### src/rtl/reg_wb_pkg.sv
// reg_wb_pkg: shared widths, FSM encoding and FIFO entry layout for the write-back sequencer
package reg_wb_pkg;
  localparam int REG_W = 32;
  localparam int SEL_W = 5;
  typedef enum logic [1:0] {IDLE, SETUP, STROBE, HOLD} wb_state_t;
  typedef struct packed {
    logic [0:SEL_W-1] sel;
    logic [0:REG_W-1] data;
  } wb_entry_t;
endpackage

### src/rtl/wb_fifo.sv
// wb_fifo: small synchronous FIFO of write-back entries with a per-slot valid/sel view
module wb_fifo
  import reg_wb_pkg::*;
#(
  parameter int DEPTH = 4
) (
  input  logic                       clk,
  input  logic                       reset,
  input  logic                       push,
  input  logic                       pop,
  input  logic [0:SEL_W-1]           din_sel,
  input  logic [0:REG_W-1]           din_data,
  output logic [0:SEL_W-1]           dout_sel,
  output logic [0:REG_W-1]           dout_data,
  output logic                       full,
  output logic                       empty,
  output logic [$clog2(DEPTH):0]     count,
  output logic [DEPTH-1:0]           ent_valid,
  output logic [DEPTH*SEL_W-1:0]     ent_sel
);
  localparam int AW = $clog2(DEPTH);
  wb_entry_t mem_q [DEPTH];
  wb_entry_t mem_d [DEPTH];
  logic [AW-1:0] rd_q, rd_d, wr_q, wr_d;
  logic [AW:0] count_q, count_d;
  always_comb begin
    mem_d = mem_q;
    if (push) mem_d[wr_q] = '{sel: din_sel, data: din_data};
    wr_d = push ? wr_q + AW'(1) : wr_q;
    rd_d = pop ? rd_q + AW'(1) : rd_q;
    count_d = count_q + (AW+1)'(push) - (AW+1)'(pop);
  end
  always_ff @(posedge clk or negedge reset)
    if (!reset) begin
      for (int i = 0; i < DEPTH; i++) mem_q[i] <= '0;
      rd_q <= '0;
      wr_q <= '0;
      count_q <= '0;
    end else begin
      mem_q <= mem_d;
      rd_q <= rd_d;
      wr_q <= wr_d;
      count_q <= count_d;
    end
  // A slot is live when its distance from the read pointer is below the fill count
  always_comb begin
    ent_valid = '0;
    ent_sel = '0;
    for (int i = 0; i < DEPTH; i++) begin
      ent_valid[i] = {1'b0, AW'(i) - rd_q} < count_q;
      ent_sel[i*SEL_W +: SEL_W] = mem_q[i].sel;
    end
  end
  assign full = count_q == (AW+1)'(DEPTH);
  assign empty = count_q == '0;
  assign count = count_q;
  assign dout_sel = mem_q[rd_q].sel;
  assign dout_data = mem_q[rd_q].data;
endmodule

### src/rtl/reg_writeback.sv
// reg_writeback: arbitrates ALU/load results into a FIFO and replays them as glitch-free WriteC pulses
module reg_writeback
  import reg_wb_pkg::*;
#(
  parameter int DEPTH = 4
) (
  input  logic          clk,
  input  logic          reset,
  input  logic          alu_valid,
  output logic          alu_ready,
  input  logic [0:4]    alu_sel,
  input  logic [0:31]   alu_data,
  input  logic          mem_valid,
  output logic          mem_ready,
  input  logic [0:4]    mem_sel,
  input  logic [0:31]   mem_data,
  output logic [0:31]   busC,
  output logic [0:4]    busCsel,
  output logic          WriteC,
  output logic [0:31]   pend_mask,
  output logic          wb_idle
);
  localparam int AW = $clog2(DEPTH);
  wb_state_t state_q, state_d;
  logic [0:REG_W-1] busc_q, busc_d, in_data, head_data;
  logic [0:SEL_W-1] buscsel_q, buscsel_d, in_sel, head_sel;
  logic writec_q, writec_d;
  logic full, empty, push, pop, mem_xfer, alu_xfer;
  logic [AW:0] count;
  logic [DEPTH-1:0] ent_valid;
  logic [DEPTH*SEL_W-1:0] ent_sel;
  logic [0:(1<<SEL_W)-1] mask;
  assign mem_ready = !full;
  assign alu_ready = !full && !mem_valid;
  assign mem_xfer = mem_valid && mem_ready;
  assign alu_xfer = alu_valid && alu_ready;
  assign in_sel = mem_xfer ? mem_sel : alu_sel;
  assign in_data = mem_xfer ? mem_data : alu_data;
  // Register 0 writes complete the handshake but are dropped here
  assign push = (mem_xfer || alu_xfer) && in_sel != '0;
  assign pop = !empty && (state_q == IDLE || state_q == HOLD);
  wb_fifo #(.DEPTH(DEPTH)) u_fifo (
    .clk       (clk),
    .reset     (reset),
    .push      (push),
    .pop       (pop),
    .din_sel   (in_sel),
    .din_data  (in_data),
    .dout_sel  (head_sel),
    .dout_data (head_data),
    .full      (full),
    .empty     (empty),
    .count     (count),
    .ent_valid (ent_valid),
    .ent_sel   (ent_sel)
  );
  always_comb begin
    state_d = state_q == SETUP ? STROBE : state_q == STROBE ? HOLD : pop ? SETUP : IDLE;
    busc_d = pop ? head_data : busc_q;
    buscsel_d = pop ? head_sel : buscsel_q;
    writec_d = state_d == STROBE;
  end
  always_ff @(posedge clk or negedge reset)
    if (!reset) begin
      state_q <= IDLE;
      busc_q <= '0;
      buscsel_q <= '0;
      writec_q <= 1'b0;
    end else begin
      state_q <= state_d;
      busc_q <= busc_d;
      buscsel_q <= buscsel_d;
      writec_q <= writec_d;
    end
  always_comb begin
    mask = '0;
    for (int i = 0; i < DEPTH; i++)
      if (ent_valid[i]) mask[ent_sel[i*SEL_W +: SEL_W]] = 1'b1;
    if (state_q != IDLE) mask[buscsel_q] = 1'b1;
    mask[0] = 1'b0;
  end
  assign pend_mask = mask;
  assign busC = busc_q;
  assign busCsel = buscsel_q;
  assign WriteC = writec_q;
  assign wb_idle = count == '0 && state_q == IDLE;
endmodule

### config.mk
export PLATFORM = sky130hd
export DESIGN_NAME = reg_writeback
export DESIGN_NICKNAME = d
export VERILOG_FILES = /design/src/rtl/reg_wb_pkg.sv /design/src/rtl/wb_fifo.sv /design/src/rtl/reg_writeback.sv
export SDC_FILE = /design/constraint.sdc
export NUM_CORES = 1
export LEC_CHECK = 0
export CORE_MARGIN = 2
export CORE_UTILIZATION = 58
export CTS_BUF_LIST = sky130_fd_sc_hd__clkbuf_4
export DETAILED_ROUTE_END_ITERATION = 10
export GPL_TIMING_DRIVEN = 0
export PLACE_DENSITY = 0.95
export RECOVER_POWER = 100
export SLEW_MARGIN = 10
export SYNTH_ARGS = -nofsm -noshare
export SYNTH_HDL_FRONTEND = slang
export SYNTH_SLANG_ARGS = --single-unit
### constraint.sdc
create_clock -name clk -period 5.6 [get_ports clk]
set_input_delay 0.84 -clock clk [delete_from_list [all_inputs] [get_ports clk]]
set_output_delay 0.84 -clock clk [all_outputs]
set_load 0.01 [all_outputs]
; Word level (Yosys, flattened, before mapping)
; Index checks and enable logic that the tools add are counted.
[word_totals]
regBits = 195
latch_bits = 0
mem_bits_rw = 0
rom_bits = 0
input_bits = 78
elab_cells = 103
mem_count = 0
[op_classes]
addsub = 8
mul = 0
div_mod_pow = 0
magnitude_cmp = 17
eq_ne = 5
n_shift = 0
mux = 26
bitwise_logic = 11
n_reduce_logical = 21
[ops]
columns = operator, n
row1 = $mux W31, 5
row2 = $bwmux W148, 1
row3 = $or A31 B31 Y31, 4
row4 = $mux W37, 3
row5 = $bmux W37 S2, 1
row6 = $demux W37 S2, 1
row7 = $mux W32, 1
row8 = $ge A6 B6 Y1 const B, 5
row9 = $lt A6 B1 Y1 const B, 5
row10 = $not A5 Y6, 5
row11 = $demux W1 S5, 5
row12 = $logic_and A1 B1 Y1, 12
row13 = $lt A2 B3 Y1, 4
row14 = $eq A2 B2 Y1 const B, 3
row15 = $ge A3 B3 Y1 const B, 2
row16 = $mux W1, 6
row17 = $not A2 Y3, 2
row18 = $mux W5, 1
row19 = $reduce_bool A5 Y1, 1
row20 = $add A2 B1 Y2 const B, 2
row21 = $mux W2, 2
row22 = $sub A1 B2 Y2 const A, 2
row23 = $sub A2 B2 Y2 const A, 2
row24 = $add A3 B1 Y3, 1
row25 = 9 further kinds, 12

; Depth between registers and ports, before layout
; Gate-level depths: netlist of the first run.
[depth]
depth_word = 14
ltp_mapped = 11

; Cells and area by module
; Synthesis of the first run repeated with hierarchy kept, for this count alone.
[unflattened]
hier_cells = 791
area_unflattened_um2 = 11124.4
[by_module_without_submodules]
columns = module, n_inst, cells_per_inst, area_per_inst_um2
row1 = wb_fifo, 1, 427, 7724.9
row2 = reg_writeback, 1, 364, 3399.5

; Least setup slack after synthesis of the first run
; OpenSTA, ideal clock, no wires.
[synth_timing]
path_kind = register to output
startpoint = register u_fifo.rd_q[1]
endpoint = output pend_mask[21] (netlist name)
t_arrival_ns = 2.777
path_slack_ns = 1.983
path_stages_with_launch = 9
cell_sequence = dfrtp_1 -> clkbuf_1 -> clkbuf_1 -> inv_1 -> ha_1 -> nor2b_1 -> a2111oi_0 -> a22o_1 -> a211o_1
[synth_between]
elab_chain_cells = 11
word_cells_on_any_way = 17
cone_classes = add/sub: 4 / order compare: 4 / mux: 5 / bitwise: 4
[synth_rtl]
columns = item, line
row1 = "start, declared", wb_fifo.sv:24  ; logic [AW-1:0] rd_q, rd_d, wr_q, wr_d;
row2 = "start signal, assigned", wb_fifo.sv:41  ; rd_q <= rd_d;
row3 = $sub A1 B2 Y2, wb_fifo.sv:50  ; ent_valid[i] = {1'b0, AW'(i) - rd_q} < count_q;
row4 = $lt A2 B3 Y1, wb_fifo.sv:50
row5 = $mux W31, reg_writeback.sv:78  ; if (ent_valid[i]) mask[ent_sel[i*SEL_W +: SEL_W]] = 1'b1;
row6 = $or A31 B31 Y31 (no line), n/a
row7 = $mux W31, reg_writeback.sv:78
row8 = $or A31 B31 Y31 (no line), n/a
row9 = $mux W31, reg_writeback.sv:78
row10 = $or A31 B31 Y31 (no line), n/a
row11 = $mux W31 *, reg_writeback.sv:78
row12 = $or A31 B31 Y31 (no line), n/a
row13 = $mux W31 *, reg_writeback.sv:79  ; if (state_q != IDLE) mask[buscsel_q] = 1'b1;
row14 = "end, declared", reg_writeback.sv:20  ; output logic [0:31] pend_mask,
; Every way passes the cells marked *; elsewhere a longest branch is shown, timed or not.

; Final worst setup path of the first run
; Same ends and word-level chain as after synthesis.

==> summary.md, run 1 <==
| Metric | Value |
|---|---|
| Gpl congestion | 0.970 |
| Startpoint types | flip-flop |
| Ranking of synthesized cells by area | dfrtp_1 (48%), o21ai_0 (12%), mux4_2 (8.2%), mux2_2 (4.1%), o21ai_1 (3.8%) |
| Io pins | between 150 and 200 |
| GRT Util Overall | between 30% and 40% |
| Root buffer cell | clkbuf_4 |
| Avg Vias per Cell | roughly 7.0 |
| Worst-path maximum fanout | 19 |
| Tmin final | around 5.4 ns |
| Failing checks | capacitance limit, slew limit |
| Post-synthesis cell area | between 10000 and 15000 um^2 |
| IO Port Bufs | ~150 |
| Top cell type's share of synthesized area | roughly 48% |
| Syn-to-layout area delta | 19.7% |
| 1st-iter DRT viols | around 1400 |
| Final HPWL DP | ~23000 um |
| DR WL/cell | roughly 23 um |
| Met1 WL | 11300 um |
| Cell accounting for the most synthesized area | dfrtp_1 |
| F_max | between 0.15 and 0.2 GHz |
| Kind of critical path | reg -> out |
| DRT antenna net count | 0 |
| DR WL met3 | between 3000 and 4000 um |
| Final Cycle Share | 96.6% |
| Async SR Flop Fraction | 100% |
| Max-slew violations | 203 |
| Die Wd | roughly 140 um |
| Die H | around 140 um |
| Multiplexer share of the synthesized area | between 15 and 20% |
| Delay-heaviest family, CP | compound AO/OA/AOI/OAI gates |
| Core ar. | 17200 um^2 |
| DR pass1 iterations | 7 |
| Flop2flop setup slack | ~1.3 ns |
| WP data arrival | around 4.6 ns |
| H-tree depth | 4 |
| CP cell instances | clkbuf_2 > inv_1 > ha_1 > nor2b_1 > a2111oi_0 > a22o_1 > a211o_1 > dlygate4sd3_1 |
| Post-synthesis sequential area ratio | a little under half |
| # rows | 48 |
| CTS buffer count | 17 |
| Hold_ws | ~0.51 ns |
| VDD IR-drop max | 0.000289 V |
| CTS tree | yes |
| Hold Path Origin | u_fifo.mem_q[98] |
| First-pass GRT wire length | roughly 50000 um |
| Largest net degree at the start of global routing | ~120 |
| GRT Residual Overflow | 0 |
| Highest metal used | met4 |
| Share of layout cells above drive strength 1 | a little over a tenth |
| Final setup viols | 0 |
| Worst-Margin Slew | approximately 2.8 ns |
| Final hold violation count | 0 |
| Post-synth EDFFs | 0 |
| Max-slew headroom | -86.5% |
| Synthesized net count | between 1000 and 1500 |
| Post-synthesis compound-gate area fraction | between 20% and 30% |
| Die Footprint | between 15000 and 20000 um^2 |
| Worst r2r path cells | 11 |
| Main synth FF type | dfrtp_1 |
| Clk pin slew, worst setup/hold paths | approximately 0.14 ns |
| Vias | roughly 9500 |
| RSZ-0062 raised after global routing | false |
| Hold-fix buffers at CTS | 0 |
| Met2 WL post-DR | 15600 um |
| Post-synthesis simple-gate area fraction | ~6.9% |
| Syn Inst Count | around 960 |
| Routed wire length | 31800 um |
| R2R Path Start | u_fifo.count[0] |
| Sink Count | around 200 |
| Max-cap violation count | 3 |
| Final worst setup slack | roughly 0.19 ns |
| Crit-path slowest cell | a2111oi_0 |
| Synth unique cells | 56 |
| Hold worst-path end | u_fifo.mem_q[98] |
| Worst reg2reg path endpoint | u_fifo.mem_q[49] |
| Skew-Pair Late Insertion Delay | around 0.62 ns |
| Synth warnings | 0 |
| Seq cells post-synth | between 150 and 200 |
| Mean post-synth cell area | between 10 and 15 um^2 |
| Worst setup EP type | primary output |
| Leak | between 5 and 6 nW |
| Critical Path RT | between 4 and 5 ns |
| Run status | finished, violations left |
| Hold Path Class | reg -> reg |
| Count leader, synth | o21ai_0 |
| PD cells | roughly 620 nW/um^2 |
| NumNets Final | roughly 1200 |
| Hold Path Cell Cnt | 2 |
| Residual DRC | 0 |
| Vias in the first global route | 9319 |
| Largest family of logic cells by synthesized area | compound AO/OA/AOI/OAI gates |
| Antenna violations before repair | 1 |
| Buf/Inv on CP | 3 |
| Skew final | between 0.02 and 0.03 ns |
| Most common library cells after synthesis | o21ai_0 (235), dfrtp_1 (195), o21ai_1 (78) |
| Synth Area in Adders | between 1.5 and 2% |
| CTS Buffer Depth | 2 |
| Post-Place Worst Slack | around 0.48 ns |
| Starting Density | 59.0% |
| XOR/XNOR Fraction of Synth Area | 0.517% |
| Slowest cell delay on critical path | around 1.3 ns |
## metal layers
metal / track usage [%] / vias to the layer above
met3: 7.79 / 166
met2: 57.5 / 796
li1: - / 3946
met1: 44.7 / 4617
met4: 17.8 / 0
met5: 0 / -
## tightest hold or removal path, cell delays in order, from the launching register on
cell,delay (ns)
dfrtp_1,0.36
o21ai_1,0.06
o21ai_0,0.06
## area by class of cell
type | instances | area (um^2)
Antenna cell | 1 | 2.50
Buffer | 80 | 315
Clock buffer | 19 | 143
Clock inverter | 13 | 131
Fill cell | 1182 | 5070
Inverter | 17 | 63.8
Multi-Input combinational cell | 669 | 4860
Sequential cell | 195 | 4880
Tap cell | 225 | 282
Timing Repair Buffer | 150 | 1490
## power by group
part           switching [mW]  internal [mW]
clock                   0.489          0.274
combinational            2.32           1.83
sequential              0.480           2.10
## cells by family (layout without fill, tap and decap cells)
logic type	after synthesis	in the layout
buffers and inverters	98	279
other	1	2
DFF	195	195
xor gates and xnor gates	6	6
muxes	111	111
AOI/OAI and AO/OA	411	411
adders and majority gates	14	14
and+or+nand+nor	126	126
## flip-flops by register name, summed over array words and instances (netlist names)
signal	cells
u_fifo.rd_q	2
u_fifo.count	3
busC	32
u_fifo.ent_sel	20
state_q	2
busCsel	5
u_fifo.wr_q	2
u_fifo.mem_q	128
WriteC	1
## cells in the final DEF (no fill, tap or decap), types with 9 or more instances in the layout
cell type / n
nand2b_1: 9
mux4_2: 37
a211o_1: 17
dfrtp_1: 195
o22ai_1: 34
o21ai_1: 17
nor2b_1: 11
ha_1: 13
clkbuf_4: 19
mux2_2: 36
mux2i_1: 37
o21ai_0: 296
inv_1: 16
clkbuf_1: 68
clkdlybuf4s50_1: 78
nor3_1: 9
nor2_1: 21
a221oi_1: 11
nand2_1: 28
dlygate4sd3_1: 70
## stage by stage
step | setup TNS, ns | power, mW | cells | instance area (um^2) | util (%)
finish | 0 | 7.49 | 1369 | 12200 | 70.6
global route | 0 | 7.90 | 1369 | 12200 | 70.6
CTS | 0 | 7.53 | 1369 | 12300 | 71.1
detailed placement | 0 | 6.79 | 1337 | 12000 | 69.5
global placement | -782.17 | 6.55 | 1336 | 11900 | 69.3
floorplan | 0 | 5.16 | 962 | 10200 | -
## worst max path at each step
stage / end / cells after the start / from / slack (ns)
2_1_floorplan: pend_mask[21] / 8 / u_fifo.rd_q[1] / 1.98
3_3_place_gp: u_fifo.mem_q[25] / 1 / reset / -4.03
3_5_place_dp: pend_mask[21] / 9 / u_fifo.rd_q[1] / 0.48
4_1_cts: pend_mask[24] / 10 / u_fifo.rd_q[1] / 0.15
5_1_grt: pend_mask[24] / 9 / u_fifo.rd_q[1] / 0.13
6_report: pend_mask[21] / 8 / u_fifo.rd_q[1] / 0.19
## repair_timing
action                                  4_1_cts  5_1_grt
endpoints found under the setup margin       10        8
gates resized for setup                       2        0
setup buffers                                 0        0
cloned                                        0        0
Note: power is estimated with default switching activity, not from simulation.
==> run 2, diff against run 1 <==
Settings changed: CAP_MARGIN from default to 15, HOLD_SLACK_MARGIN from default to 0.03.
==> results of run 2 <==
The final DEF is identical to that of run 1; final timing and power are the same.
==> variant, RTL diff (flow settings as in run 1) <==
`DEPTH` is set to 4 in 2 places; all go to 8.
--- a/src/rtl/wb_fifo.sv
+++ b/src/rtl/wb_fifo.sv
@@ -4,3 +4,3 @@
 #(
-  parameter int DEPTH = 4
+  parameter int DEPTH = 8
 ) (
--- a/src/rtl/reg_writeback.sv
+++ b/src/rtl/reg_writeback.sv
@@ -4,3 +4,3 @@
 #(
-  parameter int DEPTH = 4
+  parameter int DEPTH = 8
 ) (
Behaviour: same outputs for any inputs over 4 cycles, from zero or initial values and one cycle with reset low; that may be too few to reach the edited logic, so the function may still have changed.
==> variant against run 1 <==
- the flow still finishes with violations (capacitance limit, slew limit)
- power is 120% higher
- cell area is 79% higher
- die area grew 81%
- setup slack got worse by 180 ps
- synthesized area increased by 84%
- cell count up 63%
- routed wire length is 110% higher
- sequential cell count rose by 151
- critical path type is now register to register
==> variant: results (changes against run 1) <==
<table>
<tr><th>Metric</th><th>Value</th></tr>
<tr><th colspan="2">Drt</th></tr>
<tr><td>Count of TritonRoute iterations in the first routing pass</td><td>5 (was 7)</td></tr>
<tr><td>Via total after detailed routing</td><td>15.5k (was 9525)</td></tr>
<tr><th colspan="2">Finish</th></tr>
<tr><td>Sequential cells</td><td>346 (was 195)</td></tr>
<tr><td>Final Net Count</td><td>1872 (was 1222)</td></tr>
<tr><td>Number of ordinary inverters in the final layout</td><td>29 (was 17)</td></tr>
<tr><td>Largest register FFs</td><td>256 (was 128)</td></tr>
<tr><td>#MultiIn Comb</td><td>1048 (was 669)</td></tr>
<tr><td>NonClk Buf Share</td><td>0.0902 (was 0.148)</td></tr>
<tr><td>Non-clock buffer count</td><td>257 (was 230)</td></tr>
<tr><td>Fraction of layout cells with a size suffix above 1</td><td>0.282 (was 0.104)</td></tr>
<tr><td>Non-filler instance count after layout</td><td>2229 (was 1369)</td></tr>
<tr><th colspan="2">Yosys</th></tr>
<tr><td>Post-Syn Nets</td><td>1631 (was 1054)</td></tr>
<tr><td>Sequential fraction of the synthesis area</td><td>0.462 (was 0.480)</td></tr>
<tr><td>Most area-consuming cells after synthesis</td><td>sky130_fd_sc_hd__dfrtp_1 (46%), sky130_fd_sc_hd__mux2_2 (15%), sky130_fd_sc_hd__mux4_2 (8.9%) (was sky130_fd_sc_hd__dfrtp_1 (48%), sky130_fd_sc_hd__o21ai_0 (12%), sky130_fd_sc_hd__mux4_2 (8.2%))</td></tr>
<tr><th colspan="2">Clocking</th></tr>
<tr><td>Inserted Clock Buffers</td><td>87 (was 17)</td></tr>
<tr><td>Max Buffers Root-to-Sink</td><td>3 (was 2)</td></tr>
<tr><th colspan="2">Global route</th></tr>
<tr><td>Wire length of the first global-routing pass</td><td>99500 um (was 49600 um)</td></tr>
<tr><td>Pin count of the biggest net entering global routing</td><td>123 (was 115)</td></tr>
<tr><th colspan="2">STA</th></tr>
<tr><td>Max-slew violation total from the final report</td><td>362 (was 203)</td></tr>
<tr><td>Final setup skew</td><td>58.4 ps (was 28.7 ps)</td></tr>
<tr><th colspan="2">Status</th></tr>
<tr><td>Violated checks</td><td>capacitance limit, slew limit (unchanged)</td></tr>
<tr><td>Outcome</td><td>complete, but fails checks (unchanged)</td></tr>
<tr><th colspan="2">Critical path</th></tr>
<tr><td>Delay-heaviest family, CP</td><td>simple AND/OR/NAND/NOR gates (was compound AO/OA/AOI/OAI gates)</td></tr>
<tr><td>Maximum fanout count along the critical path</td><td>11 (was 19)</td></tr>
<tr><th colspan="2">Flow run</th></tr>
<tr><td>Count of max-cap constraint violations</td><td>4 (was 3)</td></tr>
<tr><th colspan="2">Placement</th></tr>
<tr><td>HPWL after detailed placement</td><td>43200 um (was 23100 um)</td></tr>
<tr><th colspan="2">Power and ir drop</th></tr>
<tr><td>Worst IR Drop VDD</td><td>0.357 mV (was 0.289 mV)</td></tr>
</table>
variant: changes by cell type after synthesis, sizes merged, moves of 37 or more:
cell	before	now
dfrtp	195	346
mux2	37	333
o21ai	313	12
mux2i	37	0
a31oi	0	40
mux4	37	74
nand2	28	122
nor2	21	123
variant: what timing repair did:
action	in CTS	in global routing
pin swaps	4	2
setup endpoints to repair	31	21
resized for setup	25	18
setup buffers	4	1
hold buffers	0	0
variant: cells by family (layout without fill, tap and decap cells):
group / count (synthesis) / after routing / synth area share
AND/OR/NAND/NOR: 409 / 409 / 0.109
other: 1 / 2 / 0.000200
buffers and inverters: 134 / 432 / 0.0316
AO/OA/AOI/OAI: 197 / 197 / 0.0744
multiplexers: 407 / 407 / 0.302
flip-flops: 346 / 346 / 0.462
XOR/XNOR: 9 / 9 / 0.00421
adder cells (fa/ha/maj): 25 / 25 / 0.0171
variant: worst reg2reg max path, delay by kind of cell (launching register included):
kind	cells	cell delay, ps
AOI/OAI and AO/OA	1	540
adders and majority gates	1	260
buffers and inverters	3	1070
DFF	1	370
muxes	2	900
and+or+nand+nor	3	2290
variant: report_power, final:
group / internal, W / switching [W]
sequential: 0.00384 / 0.000988
clock: 0.00121 / 0.00111
combinational: 0.00394 / 0.00521
total: 0.00899 / 0.00731
variant: per-layer routing:
| layer | share of wire | wire, um |
|---|---|---|
| met1 | 0.37 | 23900 |
| met4 | 0.069 | 4520 |
| met5 | 0 | 0 |
| met3 | 0.090 | 5910 |
| met2 | 0.48 | 31100 |
variant: per-stage QoR:
stage                     utilization  power (W)  area (um2)  worst slack, ps  TNS (ps)
after floorplan                     -     0.0102       18700             1090         0
after global placement          0.655     0.0131       20700           -10200  -3533490
after detailed placement        0.657     0.0136       20800            -1130    -13490
after CTS                       0.696     0.0163       22000             5.86         0
after global routing            0.688     0.0169       21800            -9.76     -16.1
final                           0.688     0.0163       21800             6.49         0
variant: worst paths after layout:
| check | start | end | slack, ps | depth (start not counted) |
|---|---|---|---|---|
| min in group asynchronous | reset | u_fifo.mem_q[55] | 910 | 1 |
| max | u_fifo.count[2] | u_fifo.mem_q[52] | 6 | 10 |
| min reg2reg | u_fifo.mem_q[140] | u_fifo.mem_q[140] | 500 | 1 |
| max in group asynchronous | reset | u_fifo.mem_q[174] | 940 | 2 |
| max reg2reg | u_fifo.count[2] | u_fifo.mem_q[52] | 6 | 10 |
| min | u_fifo.mem_q[140] | u_fifo.mem_q[140] | 500 | 1 |
